--- src/rtl/game_tick_timer_if.sv ---
// ---------------------------------------------------------------------------
// game_tick_timer_if
// Purpose : groups the game-side signals of game_tick_timer into one bundle.
// Signals :
//   div_clock        divider square wave (sampled in the clk domain)
//   pause            1 = suppress game ticks
//   power_pellet     one-cycle pulse, starts/reloads frightened mode
//   game_tick        one-cycle strobe per accepted div_clock rising edge
//   anim_frame[1:0]  sprite animation frame index, 0..2
//   fright_active    frightened mode active
//   fright_blink     ghost blink phase (meaningful only while warning)
//   fright_remaining[7:0] game ticks left in frightened mode
//   fright_done      one-cycle pulse when frightened mode expires
// Modports:
//   master  game/stimulus side, drives the inputs, observes the outputs
//   slave   timer side
// ---------------------------------------------------------------------------
interface game_tick_timer_if;
  logic       div_clock;
  logic       pause;
  logic       power_pellet;
  logic       game_tick;
  logic [1:0] anim_frame;
  logic       fright_active;
  logic       fright_blink;
  logic [7:0] fright_remaining;
  logic       fright_done;

  modport master (
    output div_clock, pause, power_pellet,
    input  game_tick, anim_frame, fright_active, fright_blink,
           fright_remaining, fright_done
  );

  modport slave (
    input  div_clock, pause, power_pellet,
    output game_tick, anim_frame, fright_active, fright_blink,
           fright_remaining, fright_done
  );
endinterface

--- src/rtl/game_tick_timer.sv ---
// ---------------------------------------------------------------------------
// game_tick_timer
// Purpose : derives the game tick from the divider square wave, steps the
//           sprite animation frame (ping-pong 0,1,2,1) every ANIM_DIV ticks,
//           and times the ghosts' frightened mode started by a power pellet
//           (FRIGHT, then a blinking WARN phase for the last WARN_TICKS).
// Parameters:
//   FRIGHT_TICKS  frightened duration in game ticks       (1..255)
//   WARN_TICKS    remaining count at which WARN starts    (0..FRIGHT_TICKS-1)
//   ANIM_DIV      game ticks per animation frame step     (1..255)
// Ports:
//   clk    system clock, all registers on its rising edge
//   reset  asynchronous, active-low reset
//   bus    game_tick_timer_if.slave (inputs div_clock, pause, power_pellet;
//          outputs game_tick, anim_frame, fright_* )
// ---------------------------------------------------------------------------
module game_tick_timer #(
  parameter int FRIGHT_TICKS = 60,
  parameter int WARN_TICKS   = 20,
  parameter int ANIM_DIV     = 4
) (
  input  logic              clk,
  input  logic              reset,
  game_tick_timer_if.slave  bus
);

  localparam logic [7:0] FRIGHT_LOAD = 8'(FRIGHT_TICKS);
  localparam logic [7:0] WARN_AT     = 8'(WARN_TICKS);
  localparam logic [7:0] ANIM_LAST   = 8'(ANIM_DIV - 1);

  typedef enum logic [1:0] {
    A0 = 2'd0,
    A1 = 2'd1,
    A2 = 2'd2,
    A3 = 2'd3
  } frame_e;

  typedef enum logic [1:0] {
    F_IDLE   = 2'd0,
    F_FRIGHT = 2'd1,
    F_WARN   = 2'd2
  } fright_e;

  // -------------------------------------------------------------------------
  // State
  // -------------------------------------------------------------------------
  logic       div_prev_q;
  logic       game_tick_q,  game_tick_d;
  logic [7:0] presc_q,      presc_d;
  frame_e     frame_q,      frame_d;
  fright_e    fright_q,     fright_d;
  logic [7:0] remaining_q,  remaining_d;
  logic       blink_q,      blink_d;
  logic       active_q,     active_d;
  logic       done_q,       done_d;

  logic       rise;
  logic       frame_step;
  logic [7:0] remaining_dec;

  // -------------------------------------------------------------------------
  // Tick generation and animation prescaler / frame FSM (next state)
  // -------------------------------------------------------------------------
  // div_clock is treated as already synchronous to clk, so a single history
  // register is enough for edge detection.
  assign rise = bus.div_clock & ~div_prev_q;

  // NOTE: every signal assigned in an always_comb gets a default at the top,
  // so no path leaves it unassigned and no latch is inferred.
  always_comb begin
    game_tick_d = rise & ~bus.pause;   // a rise during pause is simply lost
    presc_d     = presc_q;
    frame_step  = 1'b0;

    // The prescaler counts the registered tick, i.e. the strobe the outside
    // world sees, so animation lines up with visible game ticks.
    if (game_tick_q) begin
      if (presc_q == ANIM_LAST) begin
        presc_d    = 8'd0;
        frame_step = 1'b1;
      end else begin
        presc_d = presc_q + 8'd1;
      end
    end

    frame_d = frame_q;
    if (frame_step) begin
      unique case (frame_q)
        A0:      frame_d = A1;
        A1:      frame_d = A2;
        A2:      frame_d = A3;
        A3:      frame_d = A0;
        default: frame_d = A0;
      endcase
    end
  end

  // -------------------------------------------------------------------------
  // Fright FSM (next state and registered outputs)
  // -------------------------------------------------------------------------
  assign remaining_dec = remaining_q - 8'd1;

  always_comb begin
    fright_d    = fright_q;
    remaining_d = remaining_q;
    blink_d     = blink_q;
    done_d      = 1'b0;

    if (bus.power_pellet) begin
      // Reload wins over everything, including a coincident tick and pause.
      fright_d    = F_FRIGHT;
      remaining_d = FRIGHT_LOAD;
      blink_d     = 1'b0;
    end else begin
      unique case (fright_q)
        F_IDLE: begin
          remaining_d = 8'd0;
          blink_d     = 1'b0;
        end

        F_FRIGHT: begin
          if (game_tick_q) begin
            remaining_d = remaining_dec;
            // Expiry is tested first so WARN_TICKS=0 goes straight to IDLE.
            if (remaining_dec == 8'd0) begin
              fright_d = F_IDLE;
              done_d   = 1'b1;
            end else if (remaining_dec == WARN_AT) begin
              fright_d = F_WARN;
              blink_d  = 1'b1;
            end
          end
        end

        F_WARN: begin
          if (game_tick_q) begin
            remaining_d = remaining_dec;
            if (remaining_dec == 8'd0) begin
              fright_d = F_IDLE;
              blink_d  = 1'b0;
              done_d   = 1'b1;
            end else begin
              blink_d = ~blink_q;
            end
          end
        end

        default: begin
          fright_d    = F_IDLE;
          remaining_d = 8'd0;
          blink_d     = 1'b0;
        end
      endcase
    end

    active_d = (fright_d != F_IDLE);
  end

  // -------------------------------------------------------------------------
  // Registers
  // -------------------------------------------------------------------------
  // NOTE: sequential state uses non-blocking assignments so every register
  // samples the pre-edge values regardless of statement order.
  always_ff @(posedge clk or negedge reset) begin
    if (!reset) begin
      div_prev_q  <= 1'b1;   // a div_clock already high at release is no edge
      game_tick_q <= 1'b0;
      presc_q     <= 8'd0;
      frame_q     <= A0;
      fright_q    <= F_IDLE;
      remaining_q <= 8'd0;
      blink_q     <= 1'b0;
      active_q    <= 1'b0;
      done_q      <= 1'b0;
    end else begin
      div_prev_q  <= bus.div_clock;
      game_tick_q <= game_tick_d;
      presc_q     <= presc_d;
      frame_q     <= frame_d;
      fright_q    <= fright_d;
      remaining_q <= remaining_d;
      blink_q     <= blink_d;
      active_q    <= active_d;
      done_q      <= done_d;
    end
  end

  // -------------------------------------------------------------------------
  // Outputs
  // -------------------------------------------------------------------------
  always_comb begin
    unique case (frame_q)
      A0:      bus.anim_frame = 2'd0;
      A1:      bus.anim_frame = 2'd1;
      A2:      bus.anim_frame = 2'd2;
      A3:      bus.anim_frame = 2'd1;
      default: bus.anim_frame = 2'd0;
    endcase
  end

  assign bus.game_tick        = game_tick_q;
  assign bus.fright_active    = active_q;
  assign bus.fright_blink     = blink_q;
  assign bus.fright_remaining = remaining_q;
  assign bus.fright_done      = done_q;

endmodule

--- src/flat_wrapper.sv ---
// flat-port wrapper written by rule: the top's interface ports become plain ports
module game_tick_timer_flat 
#(
  parameter int FRIGHT_TICKS = 60,
  parameter int WARN_TICKS   = 20,
  parameter int ANIM_DIV     = 4
)
  (clk, reset, bus_div_clock, bus_pause, bus_power_pellet, bus_game_tick, bus_anim_frame, bus_fright_active, bus_fright_blink, bus_fright_remaining, bus_fright_done);
  game_tick_timer_if bus_i ();
  input  logic clk;
  input  logic reset;
  input wire logic [$bits(bus_i.div_clock)-1:0] bus_div_clock;
  input wire logic [$bits(bus_i.pause)-1:0] bus_pause;
  input wire logic [$bits(bus_i.power_pellet)-1:0] bus_power_pellet;
  output wire logic [$bits(bus_i.game_tick)-1:0] bus_game_tick;
  output wire logic [$bits(bus_i.anim_frame)-1:0] bus_anim_frame;
  output wire logic [$bits(bus_i.fright_active)-1:0] bus_fright_active;
  output wire logic [$bits(bus_i.fright_blink)-1:0] bus_fright_blink;
  output wire logic [$bits(bus_i.fright_remaining)-1:0] bus_fright_remaining;
  output wire logic [$bits(bus_i.fright_done)-1:0] bus_fright_done;
  assign bus_i.div_clock = bus_div_clock;
  assign bus_i.pause = bus_pause;
  assign bus_i.power_pellet = bus_power_pellet;
  assign bus_game_tick = bus_i.game_tick;
  assign bus_anim_frame = bus_i.anim_frame;
  assign bus_fright_active = bus_i.fright_active;
  assign bus_fright_blink = bus_i.fright_blink;
  assign bus_fright_remaining = bus_i.fright_remaining;
  assign bus_fright_done = bus_i.fright_done;
  game_tick_timer #(.FRIGHT_TICKS(FRIGHT_TICKS), .WARN_TICKS(WARN_TICKS), .ANIM_DIV(ANIM_DIV)) u_core (.clk(clk), .reset(reset), .bus(bus_i));
endmodule
--- config.mk ---
export PLATFORM = sky130hd
export DESIGN_NAME = game_tick_timer_flat
export DESIGN_NICKNAME = d
export VERILOG_FILES = /design/src/rtl/game_tick_timer_if.sv /design/src/rtl/game_tick_timer.sv /design/src/flat_wrapper.sv
export SDC_FILE = /design/constraint.sdc
export NUM_CORES = 1
export LEC_CHECK = 0
export BUFFER_PORTS_ARGS = -buffer_cell sky130_fd_sc_hd__buf_2
export CORE_ASPECT_RATIO = 0.5
export CORE_MARGIN = 2
export CORE_UTILIZATION = 45
export CTS_CLUSTER_SIZE = 28
export DETAILED_ROUTE_END_ITERATION = 10
export SYNTH_ARGS = -nofsm -noshare
export SYNTH_HDL_FRONTEND = slang
export SYNTH_SLANG_ARGS = --single-unit
--- constraint.sdc ---
create_clock -name clk -period 3.92 [get_ports clk]
set_input_delay 0.588 -clock clk [delete_from_list [all_inputs] [get_ports clk]]
set_output_delay 0.588 -clock clk [all_outputs]
set_load 0.01 [all_outputs]
==> results.tsv, run 1 <==
stage	metric	value	unit
run_status	status	finished, final reports clean	
timing	max_slew_margin	64.54	%
grt	grt_pass1_wl	5.085	mm
cells_and_area	syn_to_final_growth	10.21	%
timing	skew	0.008240	ns
synth	avgSynthCellArea	9.737	um^2
grt	grt_pass1_vias	1069	
critical_path	crit_type	reg -> reg	
cells_and_area	final-seq-area	626.9	um^2
timing	rsz0062_at_grt	false	
route	dr_total_vias	1138	
route	routedWlPerCell	13.45	um
cells_and_area	final_util	54.00	%
pwr	p_per_area	364.7	mW/mm^2
cts	htree_levels	1	
placed_design	gp_congestion	0.7841	
synth	synth_top_family_by_area	simple AND/OR/NAND/NOR gates	
cts	clockBufferDepth	2	
placed_design	dp_hpwl	2.180	mm
critical_path	cp_max_fo	10	
die	die_area	0.003884	mm^2
synth	ys_seq_area_share	41.27	%
cts	cts-resized-gates	0	
synth	post_synth_fa_ha_maj_area_fraction	9.061	%
cells_and_area	num_antenna_cells	0	
critical_path	start_kind	flop	
route	drtIter0Drc	51	
synth	synthMuxAreaShare	1.400	%
grt	antenna_found_initial	0	
grt	grt_max_degree	26	
job	cap_violations	0	
pwr	peakVddDrop	0.0003222	V
route	wl	2.865	mm
min_path	hp-class	in -> async	
grt	gr-usage-all-layers	17.07	%
synth	async_flop_share	100.0	%
synth	synth_edf_count	0	
grt	overflow	0	
cts	post_cts_buffers	0	
timing	period_share	59.87	%
synth	synth_seq_cells	25	
cts	clock_sinks	25	
critical_path	cp_data_arrival_time	2.49	ns
cells_and_area	n_fill_cell	278	
critical_path	crit_path_top_delay_cell	or4_4	
die	start_util	48.99	%
die	core	0.003100	mm^2
synth	synth_compound_area_share	12.19	%
synth	ys.flop_type	dfrtp_1	
timing	finalCriticalPeriod	2.347	ns
synth	yosys_warnings	0	
timing	clock.fmax	426.1	MHz
synth	synth_area	0.001519	mm^2
timing	worstMarginPinSlew	0.5319	ns
route	drtAntennaViolNets	0	
die	io_pins	19	
timing	finalSetupTns	0	ns
die	rows	14	
cells_and_area	nets	190	
synth	synthXorXnorAreaFrac	8.649	%
critical_path	cp.required	4.06	ns
cts	numCtsBuffers	3	
timing	finalSetupViolations	0	
cts	cts-root-buf	clkbuf_8	
critical_path	setup.worst_path.end_class	flop	
cts	clock_latency	0.26	ns
synth	yosys.area_share.simple	22.73	%
cts	ctsHoldBuffers	0	
route	drtPass1Iterations	5	
cells_and_area	drive_gt1_share	19.08	%
cts	cts_tree	built	
timing	finalMaxSlewViolations	0	
synth	synthesis.nets	172	
critical_path	crit_chain	inv_1 > ha_1 > or4_4 > a311oi_4 > and3_1 > a2bb2oi_2 > a31oi_1	
synth	synth_cell_types	44	
cells_and_area	final_common_cell	dfrtp_1	
critical_path	critical-path-max-stage-delay	0.57	ns
placed_design	io_buffers	18	
cells_and_area	multi_input_area	820.8	um^2
pwr	power.leakage	0.7695	nW
route	vias_per_cell	5.343	
route	drc	0	
synth	syn_inst	156	
cts	clk_pin_slew	0.08	ns
timing	hold_viol	0	
cells_and_area	layout_common_cells	24 x dfrtp_1, 18 x buf_2, 17 x nor2_1, 14 x nand2_1	
die	die_h	45.08	um
die	chipWidth	86.17	um
critical path: cells and delay by family, from the launching register on:
family	cells	cell delay [ns]
and+or+nand+nor	2	0.81
buffers and inverters	1	0.07
DFF	1	0.47
AOI/OAI and AO/OA	3	0.57
adders and majority gates	1	0.29
cells in the mapped netlist (2+ instances only):
library cell | n | area, um^2
dfrtp_1 | 24 | 600.6
nor2_1 | 17 | 63.81
nand2_1 | 14 | 52.55
ha_1 | 11 | 137.6
inv_1 | 11 | 41.29
xnor2_1 | 10 | 87.58
nor3_1 | 7 | 35.03
o21ai_0 | 7 | 35.03
xor2_1 | 5 | 43.79
a21oi_1 | 4 | 20.02
a31oi_1 | 4 | 25.02
nand3_1 | 4 | 20.02
nor2b_1 | 3 | 18.77
and3b_1 | 2 | 17.52
buf_2 | 2 | 10.01
nand4_1 | 2 | 12.51
nor3b_1 | 2 | 15.01
final cells by class:
class | count | area share [%]
well taps | 40 | 2.990
flip-flops and latches | 25 | 37.44
repair buffers | 18 | 5.381
clock buffers | 4 | 2.691
inverters | 11 | 2.466
multi-input cells | 115 | 49.03
state kept, by name, summed over array words and instances, names as in the netlist:
| name | count |
|---|---|
| u_core.bus.fright_remaining | 8 |
| u_core.presc_q | 8 |
| u_core.bus.fright_done | 1 |
| u_core.bus.game_tick | 1 |
| u_core.bus.fright_blink | 1 |
| u_core.div_prev_q | 1 |
| u_core.fright_q | 2 |
| u_core.frame_q | 2 |
| u_core.bus.fright_active | 1 |
metal layers:
metal	vias up	wire [um]	share of wire, %	GRT usage (%)
li1	569	-	-	-
met1	540	1482	52	25.49
met4	0	11	0.38	4.127
met5	-	0	0	0
met2	27	1199	42	25.12
met3	2	172	6.0	4.205
worst paths after layout:
| path | startpoint | endpoint | slack [ns] | cells after the start |
|---|---|---|---|---|
| max | u_core.bus.fright_remaining[0] | u_core.bus.fright_active | 1.57 | 7 |
| min | reset | u_core.bus.fright_active | 0.30 | 1 |
| max reg2reg | u_core.bus.fright_remaining[0] | u_core.bus.fright_active | 1.57 | 7 |
| min reg2reg | u_core.presc_q[7] | u_core.presc_q[7] | 0.50 | 1 |
| max in group asynchronous | reset | u_core.div_prev_q | 3.25 | 1 |
| min in group clk | bus_div_clock | u_core.div_prev_q | 0.43 | 1 |
cell families after synthesis:
family	count (synthesis)
mux	2
fa+ha+maj	11
xor+xnor	15
simple gates	64
compound gates	23
buf+inv	16
flops	25
stage by stage:
| step | std cells | instance area, um^2 | worst slack [ns] | total power [W] | hold slack [ns] |
|---|---|---|---|---|---|
| 3_5_place_dp | 209 | 1629 | 1.595 | 0.0004689 | 0.4870 |
| 2_1_floorplan | 156 | 1519 | 1.685 | 0.0004295 | 0.2924 |
| 3_3_place_gp | 209 | 1629 | 1.667 | 0.0004650 | 0.4839 |
| 5_1_grt | 213 | 1674 | 1.407 | 0.0006651 | 0.3377 |
| 6_report | 213 | 1674 | 1.573 | 0.0006106 | 0.2972 |
| 4_1_cts | 213 | 1674 | 1.569 | 0.0006186 | 0.3150 |
power breakdown:
part	switching (W)	internal, W	total [W]
logic	0.0000692	0.0000607	0.000130
registers	0.0000410	0.000293	0.000334
clock network	0.0000743	0.0000725	0.000147
Power figures use the tool's default switching activity.
==> run 2, diff against run 1 <==
--- a/config.mk
+++ b/config.mk
@@ -11,6 +11,7 @@
 export CORE_UTILIZATION = 45
 export CTS_CLUSTER_SIZE = 28
 export DETAILED_ROUTE_END_ITERATION = 10
+export PLACE_DENSITY = 0.67
 export SYNTH_ARGS = -nofsm -noshare
 export SYNTH_HDL_FRONTEND = slang
 export SYNTH_SLANG_ARGS = --single-unit
==> constraint.sdc (replaced) <==
create_clock -name clk -period 2.1 [get_ports clk]
set_input_delay 0.315 -clock clk [delete_from_list [all_inputs] [get_ports clk]]
set_output_delay 0.315 -clock clk [all_outputs]
set_load 0.01 [all_outputs]
==> results.tsv, run 2 (synthesized netlist as in run 1, its figures left out) <==
stage	metric	value	unit	change
run_status	status	finished, final reports clean		
grt	overflow	0		unchanged
die	start_util	48.99	%	unchanged
timing	skew	0.008256	ns	+0.00001599 ns
critical_path	cp_max_fo	7		-3
cts	clockBufferDepth	2		unchanged
cts	cts-root-buf	clkbuf_8		
route	dr_total_vias	1185		+4.1%
die	core	0.003100	mm^2	unchanged
grt	gr-usage-all-layers	18.10	%	+1.0 points
critical_path	crit_type	reg -> reg		
critical_path	cp_data_arrival_time	2.17	ns	-0.32 ns
critical_path	setup.worst_path.end_class	flop		
cells_and_area	layout_common_cells	22 x dfrtp_1, 18 x buf_2, 16 x nor2_1, 14 x nand2_1		
grt	antenna_found_initial	0		unchanged
cts	clock_latency	0.27	ns	about the same
timing	finalCriticalPeriod	2.013	ns	-0.3335 ns
placed_design	gp_congestion	0.8328		+6.2%
cells_and_area	nets	199		+4.7%
route	drc	0		unchanged
route	wl	3.089	mm	+7.8%
placed_design	dp_hpwl	2.284	mm	+4.8%
die	die_area	0.003884	mm^2	unchanged
timing	hold_viol	0		unchanged
min_path	hp-class	in -> async		
die	rows	14		unchanged
cts	clk_pin_slew	0.09	ns	about the same
route	drtIter0Drc	69		+35%
die	io_pins	19		unchanged
grt	grt_pass1_vias	1122		+5.0%
timing	final.setup.worst_slack	0.08680	ns	-1.486 ns
cells_and_area	n_fill_cell	278		unchanged
timing	worstMarginPinSlew	0.5498	ns	+0.01794 ns
route	vias_per_cell	5.338		about the same
cts	htree_levels	1		unchanged
placed_design	io_buffers	18		unchanged
timing	rsz0062_at_grt	false		
die	die_h	45.08	um	unchanged
timing	finalMaxSlewViolations	0		unchanged
placed_design	dp_slack	0.05331	ns	-1.542 ns
timing	clock.fmax	496.7	MHz	+17%
grt	grt_pass1_wl	5.319	mm	+4.6%
job	cap_violations	0		unchanged
route	drtAntennaViolNets	0		unchanged
die	chipWidth	86.17	um	unchanged
pwr	peakVddDrop	0.0003277	V	+1.7%
cells_and_area	drive_gt1_share	27.47	%	+8.4 points
route	routedWlPerCell	13.91	um	+3.4%
cells_and_area	num_antenna_cells	0		unchanged
timing	finalSetupViolations	0		unchanged
critical_path	start_kind	flop		
grt	grt_max_degree	26		unchanged
critical_path	cp.required	2.25	ns	-1.81 ns
pwr	power.leakage	0.8151	nW	+5.9%
cells_and_area	final_util	56.90	%	+2.9 points
timing	whs	0.02316	ns	-0.2740 ns
timing	max_slew_margin	63.34	%	-1.2 points
route	drtPass1Iterations	4		-1
cts	numCtsBuffers	3		unchanged
cts	cts_tree	built		
pwr	p_per_area	664.8	mW/mm^2	+82%
cells_and_area	syn_to_final_growth	16.14	%	
timing	period_share	95.87	%	+36 points
cells_and_area	final_common_cell	dfrtp_1		
cts	clock_sinks	25		unchanged
## run 2: cell count changes in the layout (fill, tap and decap cells not counted), moves of 2 or more
cell and change:
buf_4 +9, dfrtp_1 -2, dfrtp_2 +2, inv_1 -2, inv_2 +2
## run 2: path summary, 6_finish.rpt
check                                            endpoint  cells past startpoint                      startpoint  slack (ns)
max reg2reg                      u_core.bus.fright_active                      7  u_core.bus.fright_remaining[0]        0.09
max in group asynchronous  u_core.bus.fright_remaining[0]                      1                           reset        1.69
min                                     u_core.frame_q[0]                      1                           reset        0.02
min reg2reg                             u_core.presc_q[7]                      1               u_core.presc_q[7]        0.50
min in group clk                        u_core.div_prev_q                      1                   bus_div_clock        0.15
max                              u_core.bus.fright_active                      7  u_core.bus.fright_remaining[0]        0.09
## run 2: timing repair
item                                    in CTS  in global routing
hold endpoints to repair                     0                  0
endpoints found under the setup margin       0                  3
resized for setup                            0                  2
hold buffers                                 0                  0
setup buffers                                0                  1
## run 2: layout make-up
class	instances	area, um^2	share of cell area (%)
Timing Repair Buffer	27	157.7	8.936
Sequential cell	25	629.4	35.67
Clock buffer	3	41.29	2.340
Clock inverter	1	5.005	0.2837
Multi-Input combinational cell	115	839.6	47.59
Inverter	11	41.29	2.340
Tap cell	40	50.05	2.837
## run 2: per-layer routing
metal | routed length, um | global-route usage [%]
met1 | 1530 | 25.00
met2 | 1437 | 30.08
met3 | 109 | 4.388
met4 | 12 | 2.857
met5 | 0 | 0
## run 2: where the power goes
group / internal, W / switching (W) / leakage, nW / total, W
Sequential: 0.000547 / 0.0000769 / 0.302 / 0.000624
Clock: 0.000133 / 0.000156 / 0.0255 / 0.000289
Combinational: 0.000122 / 0.000139 / 0.487 / 0.000261
Total: 0.000801 / 0.000372 / 0.815 / 0.00117
## run 2: critical path, cell delays in order (launching register included)
cell and delay [ns]:
dfrtp_2 0.40, inv_2 0.05, ha_4 0.17, or4_4 0.49
a311oi_4 0.29, and3_1 0.24, a2bb2oi_2 0.15, a31oi_1 0.09
## run 2: through the flow
step                      area, um^2  std cells  power (W)   TNS, ns
final                           1764        222   0.001173         0
after global routing            1764        222   0.001264         0
after CTS                       1750        221   0.001187         0
after detailed placement        1704        217  0.0008924         0
after global placement          1704        217  0.0008732         0
after floorplan                 1534        156  0.0008050  -0.02583
==> run 3, diff against run 2 <==
--- a/config.mk
+++ b/config.mk
@@ -5,12 +5,14 @@
 export SDC_FILE = /design/constraint.sdc
 export NUM_CORES = 1
 export LEC_CHECK = 0
+export ABC_AREA = 1
 export BUFFER_PORTS_ARGS = -buffer_cell sky130_fd_sc_hd__buf_2
 export CORE_ASPECT_RATIO = 0.5
 export CORE_MARGIN = 2
 export CORE_UTILIZATION = 45
 export CTS_CLUSTER_SIZE = 28
 export DETAILED_ROUTE_END_ITERATION = 10
+export HOLD_SLACK_MARGIN = 0.08
 export PLACE_DENSITY = 0.67
 export SYNTH_ARGS = -nofsm -noshare
 export SYNTH_HDL_FRONTEND = slang
==> results.tsv, run 3 <==
stage	metric	value	unit	change
cts	cts-resized-gates	0		unchanged
cells_and_area	finalNonFillerCells	256		+15%
route	routedWlPerCell	11.75	um	-16%
cells_and_area	final_common_cell	nand2_1		
synth	synth_top_area_cell	dfrtp_1		
min_path	worstHoldPathCells	1		
cells_and_area	nets	233		+17%
cells_and_area	final-seq-area	626.9	um^2	-0.40%
synth	yosys-top-cells-area	dfrtp_1 40%, nand2_1 10%, ha_1 9.1%		
job	cap_violations	0		unchanged
synth	yosys_warnings	0		unchanged
critical_path	cp_max_fo	7		unchanged
grt	grt_pass1_vias	1198		+6.8%
placed_design	io_buffers	18		unchanged
cts	clockBufferDepth	2		unchanged
timing	finalSetupViolations	0		unchanged
grt	overflow	0		unchanged
die	die_h	45.00	um	-0.19%
cts	clk_pin_slew	0.09	ns	about the same
critical_path	setup.worst_path.end_class	flop		
timing	finalMaxSlewViolations	0		unchanged
cells_and_area	final_util	55.08	%	-1.8 points
synth	synth_top_area_share	39.70	%	+0.16 points
synth	avgSynthCellArea	7.838	um^2	-20%
cells_and_area	num_antenna_cells	0		unchanged
placed_design	gp_congestion	0.8621		+3.5%
placed_design	post-place-cells	251		+16%
timing	finalSetupTns	0	ns	unchanged
cts	ctsHoldBuffers	1		+1
die	io_pins	19		unchanged
cts	clock_latency	0.27	ns	about the same
die	start_util	48.79	%	-0.20 points
placed_design	dp_hpwl	2.207	mm	-3.4%
synth	synthesis.nets	209		+22%
critical_path	start_kind	flop		
critical_path	r2r_cells	13		+6
synth	synth_cell_types	25		-43%
pwr	power.leakage	0.9034	nW	+11%
synth	syn_inst	193		+24%
synth	ys_seq_area_share	41.44	%	+0.17 points
die	chipWidth	86.00	um	-0.20%
critical_path	crit_type	reg -> reg		
cells_and_area	layout_common_cells	41 x nand2_1, 36 x inv_1, 24 x dfrtp_1, 20 x nor2_1, 18 x buf_2		
timing	skew	0.006844	ns	-0.001412 ns
route	wl	3.009	mm	-2.6%
grt	antenna_found_initial	0		unchanged
synth	ys.flop_type	dfrtp_1		
timing	clock.fmax	524.1	MHz	+5.5%
pwr	peakVddDrop	0.0003796	V	+16%
route	drtPass1Iterations	4		unchanged
cts	cts_tree	built		
critical_path	cp.required	2.26	ns	about the same
grt	grt_max_degree	26		unchanged
timing	finalCriticalPeriod	1.908	ns	-0.1052 ns
pwr	power.total	0.001239	W	+5.7%
grt	gr-usage-all-layers	17.33	%	-0.76 points
grt	grt_pass1_wl	5.133	mm	-3.5%
synth	synth.most_common_cell	nand2_1		
min_path	hp-class	in -> reg		
cts	clock_sinks	25		unchanged
route	drc	0		unchanged
route	dr_total_vias	1283		+8.3%
cts	post_cts_buffers	0		unchanged
route	drtAntennaViolNets	0		unchanged
timing	period_share	90.85	%	-5.0 points
die	rows	14		unchanged
run_status	status	finished, final reports clean		
cells_and_area	drive_gt1_share	17.13	%	-10 points
cells_and_area	syn_to_final_growth	12.90	%	
synth	synth_edf_count	0		unchanged
synth	synth_common_cells	41 x nand2_1, 36 x inv_1, 24 x dfrtp_1		
route	vias_per_cell	5.012		-6.1%
cells_and_area	multi_input_area	743.2	um^2	-11%
cts	htree_levels	1		unchanged
timing	final.setup.worst_slack	0.1920	ns	+0.1052 ns
placed_design	dp_slack	0.2768	ns	+0.2235 ns
timing	rsz0062_at_grt	false		
critical_path	cp_data_arrival_time	2.07	ns	-0.10 ns
timing	hold_viol	0		unchanged
timing	max_slew_margin	62.56	%	-0.78 points
cts	cts-root-buf	clkbuf_8		
die	core	0.003100	mm^2	unchanged
cells_and_area	n_fill_cell	320		+15%
cts	numCtsBuffers	3		unchanged
route	drtIter0Drc	60		-13%
synth	async_flop_share	100.0	%	unchanged
synth	synth_seq_cells	25		unchanged
pwr	p_per_area	725.6	mW/mm^2	+9.2%
die	die_area	0.003869	mm^2	-0.39%
synth	synth_area	0.001513	mm^2	-0.41%
timing	worstMarginPinSlew	0.5616	ns	+0.01174 ns
[run 3: worst max-delay path: stages, from the launching register on]
cell and delay, ns:
dfrtp_1 0.43, inv_1 0.14, ha_1 0.31, inv_1 0.07, nand2_1 0.10, nand4_1 0.12, nor2_2 0.12, nand2_1 0.06
nor2_2 0.13, nor2_1 0.06, nand2_1 0.05, nand3_1 0.06, nand2_1 0.08, nand3_1 0.07
[run 3: metal layers]
layer / part of all wire, % / vias up / GRT usage (%) / wire length, um
li1: - / 655 / - / -
met1: 49 / 607 / 21.54 / 1486
met2: 46 / 17 / 30.39 / 1398
met3: 3.1 / 4 / 4.936 / 93
met4: 1.0 / 0 / 4.762 / 30
met5: 0 / - / 0 / 0
[run 3: layout make-up]
class	count	area share, %
clock buffers	4	2.637
inverters	36	7.912
multi-input cells	131	43.52
flip-flops and latches	25	36.70
well taps	40	2.930
repair buffers	20	6.300
[run 3: final timing paths]
path / from / endpoint / slack, ns
min: bus_div_clock / u_core.div_prev_q / 0.15
max: u_core.bus.fright_remaining[0] / u_core.bus.fright_active / 0.19
min reg2reg: u_core.presc_q[7] / u_core.presc_q[7] / 0.48
max in group asynchronous: reset / u_core.div_prev_q / 1.14
min in group asynchronous: reset / u_core.presc_q[0] / 0.58
max reg2reg: u_core.bus.fright_remaining[0] / u_core.bus.fright_active / 0.19
[run 3: through the flow]
stage                     hold WS (ns)  instance area (um^2)
final                           0.1525                  1708
after global routing            0.1447                  1708
after CTS                       0.1408                  1708
after detailed placement        0.3460                  1653
after global placement          0.3345                  1653
after floorplan                0.01941                  1513
[run 3: kinds of logic (layout without fill, tap and decap cells)]
kind of cell,count (synthesis),after routing,share of synthesized area [%]
AND/OR/NAND/NOR,95,95,29.45
XOR/XNOR,4,4,2.316
adder cells (fa/ha/maj),11,11,9.098
buffers and inverters,37,60,9.429
AO/OA/AOI/OAI,21,21,8.272
flip-flops,25,25,41.44
[run 3: where the power goes]
part / total, W / switching, W / internal [W]
sequential: 0.000626 / 0.0000721 / 0.000554
combinational: 0.000324 / 0.000197 / 0.000127
clock: 0.000290 / 0.000154 / 0.000136
